## src/rtl/aes_pkg.sv

```systemverilog
// Shared constants and FSM encoding for the AES output path.
package aes_pkg;

  localparam int BLOCK_W         = 128;
  localparam int BUS_W           = 32;
  localparam int WORDS_PER_SHARE = 4;

  typedef enum logic {
    IDLE = 1'b0,
    SEND = 1'b1
  } state_t;

endpackage

```

## src/rtl/aes_out_unmask.sv

```systemverilog
// Share recombination: each 32-bit output word is the XOR of that word across all d shares.
module aes_out_unmask
  import aes_pkg::*;
#(
  parameter int d = 2
) (
  input  logic [BLOCK_W*d-1:0] shares,
  output logic [BLOCK_W-1:0]   plain
);

  genvar gi;
  generate
    for (gi = 0; gi < WORDS_PER_SHARE; gi++) begin : g_word
      logic [BUS_W-1:0] word_acc;

      always_comb begin
        word_acc = '0;
        for (int s = 0; s < d; s++) begin
          word_acc = word_acc ^ shares[BLOCK_W*s + BUS_W*gi +: BUS_W];
        end
      end

      assign plain[BUS_W*gi +: BUS_W] = word_acc;
    end
  endgenerate

endmodule

```

## src/rtl/aes_out_serializer.sv

```systemverilog
// Serializes a masked AES ciphertext (d shares) onto a 32-bit valid/ready stream.
// Optional macro AES_OUT_UNMASK_EN: recombine the shares and emit only 4 plain words.
module aes_out_serializer
  import aes_pkg::*;
#(
  parameter int d = 2
) (
  input  logic                 clk,
  input  logic                 rst,
  input  logic [BLOCK_W*d-1:0] in_data,
  input  logic                 in_valid,
  output logic                 in_ready,
  output logic [BUS_W-1:0]     out_data,
  output logic                 out_valid,
  input  logic                 out_ready,
  output logic                 out_last,
  output logic                 busy
);

  localparam int CNT_W = $clog2(WORDS_PER_SHARE*d);
`ifdef AES_OUT_UNMASK_EN
  localparam int NUM_WORDS = WORDS_PER_SHARE;
`else
  localparam int NUM_WORDS = WORDS_PER_SHARE*d;
`endif
  localparam logic [CNT_W-1:0] LAST_IDX = CNT_W'(NUM_WORDS-1);

  state_t                 state_reg, state_next;
  logic [CNT_W-1:0]       cnt_reg, cnt_next;
  logic [BLOCK_W*d-1:0]   data_reg;
  logic                   in_ready_reg;
  logic                   capture;
  logic [BUS_W-1:0]       word_sel;

  always_comb begin
    state_next = state_reg;
    cnt_next   = cnt_reg;
    capture    = 1'b0;
    case (state_reg)
      IDLE: begin
        if (in_valid && in_ready_reg) begin
          capture    = 1'b1;
          state_next = SEND;
          cnt_next   = '0;
        end
      end
      SEND: begin
        if (out_ready) begin
          if (cnt_reg == LAST_IDX) begin
            state_next = IDLE;
            cnt_next   = '0;
          end else begin
            cnt_next = cnt_reg + 1'b1;
          end
        end
      end
      default: begin
        state_next = IDLE;
        cnt_next   = '0;
      end
    endcase
  end

  // in_ready is its own flop so downstream out_ready never reaches the core combinationally.
  always_ff @(posedge clk or posedge rst) begin
    if (rst) begin
      state_reg    <= IDLE;
      cnt_reg      <= '0;
      data_reg     <= '0;
      in_ready_reg <= 1'b1;
    end else begin
      state_reg    <= state_next;
      cnt_reg      <= cnt_next;
      in_ready_reg <= (state_next == IDLE);
      if (capture) begin
        data_reg <= in_data;
      end
    end
  end

`ifdef AES_OUT_UNMASK_EN
  logic [BLOCK_W-1:0] plain;

  aes_out_unmask #(
    .d(d)
  ) u_unmask (
    .shares(data_reg),
    .plain (plain)
  );

  assign word_sel = plain[BUS_W*cnt_reg[1:0] +: BUS_W];
`else
  // Share-major layout means the flat word index walks the register in emission order.
  assign word_sel = data_reg[BUS_W*cnt_reg +: BUS_W];
`endif

  assign out_valid = (state_reg == SEND);
  assign out_data  = out_valid ? word_sel : '0;
  assign out_last  = out_valid && (cnt_reg == LAST_IDX);
  assign busy      = (state_reg == SEND);
  assign in_ready  = in_ready_reg;

endmodule

```

## config.mk

```make
export PLATFORM = sky130hd
export DESIGN_NAME = aes_out_serializer
export DESIGN_NICKNAME = d
export VERILOG_FILES = /design/src/rtl/aes_pkg.sv /design/src/rtl/aes_out_unmask.sv /design/src/rtl/aes_out_serializer.sv
export SDC_FILE = /design/constraint.sdc
export NUM_CORES = 1
export LEC_CHECK = 0
export ABC_CLOCK_PERIOD_IN_PS = 21700
export CAP_MARGIN = 20
export CORE_AREA = 2 2 129 193
export DETAILED_ROUTE_END_ITERATION = 12
export DIE_AREA = 0 0 131 195
export PLACE_DENSITY = 0.82
export SYNTH_ARGS = -nofsm -noshare
export SYNTH_HDL_FRONTEND = slang
export SYNTH_SLANG_ARGS = --single-unit
```

## constraint.sdc

```tcl
create_clock -name clk -period 21.7 [get_ports clk]
set_input_delay 3.255 -clock clk [delete_from_list [all_inputs] [get_ports clk]]
set_output_delay 3.255 -clock clk [all_outputs]
set_load 0.02 [all_outputs]
```

==> results.py <==
metrics = {
    "pwr": {
        "p_clk_frac": 0.200,
        "swShare": 0.3164,
        "leakagePower_nw": 7.726,
        "vdd_drop_max_uv": 90.78,
        "intPower_w": 0.001683,
        "combPwrFrac": 0.442,
        "seqPwrFrac": 0.359,
        "p_sw_w": 0.0007791,
        "power.density_nw_per_um2": 146.2,
    },
    "grt": {
        "antenna_found_initial": 9,
        "grt_remaining_overflow": 0,
        "grt_pass1_vias": 8523,
        "grt_max_degree": 143,
        "track_usage": 0.2371,
        "grt_pass1_wl_um": 46840,
    },
    "cts": {
        "clockBufferDepth": 3,
        "path_clk_slew_ns": 0.07,
        "insertion_delay_ns": 0.52,
        "postCtsHoldBufs": 0,
        "numCtsBuffers": 26,
        "cts_setup_buffers": 0,
        "ctsResizeCount": 0,
        "cts_sinks": 261,
        "root_buffer": "clkbuf_16",
        "htreeDepth": 1,
        "cts_tree": "yes",
    },
    "layout": {
        "layout.nets": 1325,
        "largest_register_ffs": 256,
        "drive_gt1_frac": 0.3767,
        "syn_to_final_growth_pct": 30.19,
        "fin_util": 0.7096,
    },
    "routing": {
        "wl_met1_um": 11520,
        "final_antenna_net_count": 0,
        "drt-pass1-iter-count": 4,
        "vias": 7638,
        "dr.max_layer_used": "met5",
        "wl_per_cell_um": 21.46,
        "vias_per_cell": 5.417,
        "dr_wl_met2_um": 15780,
        "drc": 0,
        "drt_iter0_drc": 312,
        "wl_um": 30260,
        "dr_wl_met3_um": 1807,
    },
    "setup_path": {
        "critPathMaxFanout": 56,
        "worstSetupStartpointType": "flip-flop",
        "required_ns": 18.45,
        "critical_path_class": "flip-flop to output pin",
        "max_stage_delay_ns": 0.93,
        "cp_slowest_cell": "dfrtp_4",
        "path_cells": "buf_4, mux4_2, inv_1, a221oi_2, clkdlybuf4s50_1",
        "cp-end-kind": "output pin",
        "arrival_ns": 3.70,
    },
    "outcome": {
        "status": "completed",
    },
    "synthesis": {
        "synth-edff-count": 0,
        "ys.warnings.count": 0,
        "ys_seq_elements": 261,
        "syn_area_um2": 12940,
        "synth_top_area_share": 0.5028,
        "netlist_instances": 788,
        "synth_largest_area_cell": "dfrtp_1",
        "netlist_top_cells_area": "dfrtp_1, mux2_4, mux2_2",
        "yosysSeqAreaShare": 0.5048,
        "syn_area_per_cell_um2": 16.42,
        "async_flop_share": 1.000,
        "ys_types": 26,
        "syn_nets": 1050,
        "synth_ff_type": "dfrtp_1",
    },
    "sta": {
        "hold_viol_final": 0,
        "hold_ws_ns": 0.5022,
        "clock_skew_ns": 0.01112,
        "min_period_over_period": 0.3205,
        "tns_ns": 0,
        "rsz0062_at_grt": "no",
        "max_freq_mhz": 143.8,
        "period_needed_ns": 6.955,
        "max_slew.worst_pin.slew_ns": 1.006,
        "slew_headroom": 0.3291,
        "setup_violations": 0,
        "maxSlewViolCount": 0,
    },
    "floorplanning": {
        "die_y_um": 195,
        "rows": 69,
        "die_w_um": 131,
        "core_area_um2": 23740,
        "start_util": 0.5450,
        "num_io_pins": 296,
        "dieArea_um2": 25550,
    },
    "min_path": {
        "holdCritPathClass": "flip-flop to flip-flop",
    },
    "place": {
        "port_buffers": 295,
        "gp_congestion": 0.7945,
        "hpwl_um": 20170,
    },
    "run": {
        "maxCapViolCount": 0,
    },
}
final cells by class:
cell class | count | area [µm²]
inverter | 33 | 131.4
tap | 319 | 399.1
antenna | 8 | 20.02
sequential | 261 | 6539
fill | 1563 | 6895
clock buffer | 31 | 710.7
clock inverter | 17 | 236.5
timing repair buffer | 306 | 3068
multi-input combinational | 435 | 5742
cell usage in the layout (no fill, tap or decap), drive strengths merged, types with 5 or more instances in the layout:
cell type | synthesis | final
a221oi | 32 | 32
mux4 | 32 | 32
clkinvlp | 0 | 6
buf | 50 | 11
nand3 | 5 | 5
bufinv | 0 | 5
clkdlybuf4s50 | 0 | 295
o21ai | 32 | 32
mux2 | 288 | 288
inv | 33 | 34
clkbuf | 9 | 31
mux2i | 32 | 32
dfrtp | 260 | 260
clkinv | 0 | 5
diode | 0 | 8
nand2 | 6 | 6
metal layers:
layer | vias up | GRT usage
met5 | - | 0
met4 | 2 | 0.09929
met3 | 65 | 0.04658
met2 | 251 | 0.4109
met1 | 3867 | 0.2849
li1 | 3453 | -
cells in the mapped netlist (all sizes together), types with 2 or more instances:
master	number
a221oi	32
and2	2
buf	50
clkbuf	9
dfrtp	260
ha	2
inv	33
mux2	288
mux2i	32
mux4	32
nand2	6
nand3	5
o21ai	32
critical path: cells and delay by family (launching register included):
| family | cells | cell delay (ns) |
|---|---|---|
| DFF | 1 | 0.93 |
| buffers and inverters | 3 | 1.53 |
| muxes | 1 | 0.60 |
| AOI/OAI and AO/OA | 1 | 0.05 |
through the flow:
step                      setup WS (ns)  cells  total power [W]  cell area (µm²)
after floorplan                   11.26    788         0.001673            12940
after global placement            15.23   1353         0.001947            15850
after detailed placement          15.24   1353         0.001975            15850
after CTS                         14.67   1401         0.002482            16800
after global routing              14.53   1410         0.002597            16850
final                             14.74   1410         0.002463            16850
cell families (layout without fill, tap and decap cells):
logic type	Yosys count	count (layout)	share of synthesized area
buffers and inverters	92	387	0.05202
AOI/OAI and AO/OA	65	65	0.04912
and+or+nand+nor	16	16	0.006189
DFF	261	261	0.5048
other	0	8	0
adders and majority gates	2	2	0.001934
muxes	352	352	0.3859
final timing paths:
kind / start / endpoint / slack, ns / cells past startpoint
setup / recovery: cnt_reg[2] / out_data[12] / 14.74 / 5
hold / removal: data_reg[35] / data_reg[35] / 0.50 / 1
setup reg to reg: busy / data_reg[76] / 18.48 / 4
hold reg to reg: data_reg[35] / data_reg[35] / 0.50 / 1
max in group asynchronous: rst / data_reg[112] / 16.39 / 5
min in group asynchronous: rst / data_reg[163] / 3.27 / 2
power by group through the flow:
stage / clock [W] / sequential [W] / combinational (W)
final: 0.000492 / 0.000883 / 0.00109
after global placement: 0 / 0.000877 / 0.00107
after CTS: 0.000503 / 0.000884 / 0.00110
after detailed placement: 0 / 0.000887 / 0.00109
after global routing: 0.000522 / 0.000916 / 0.00116
after floorplan: 0 / 0.000821 / 0.000852
No activity file was read; power rests on OpenSTA's default activity.
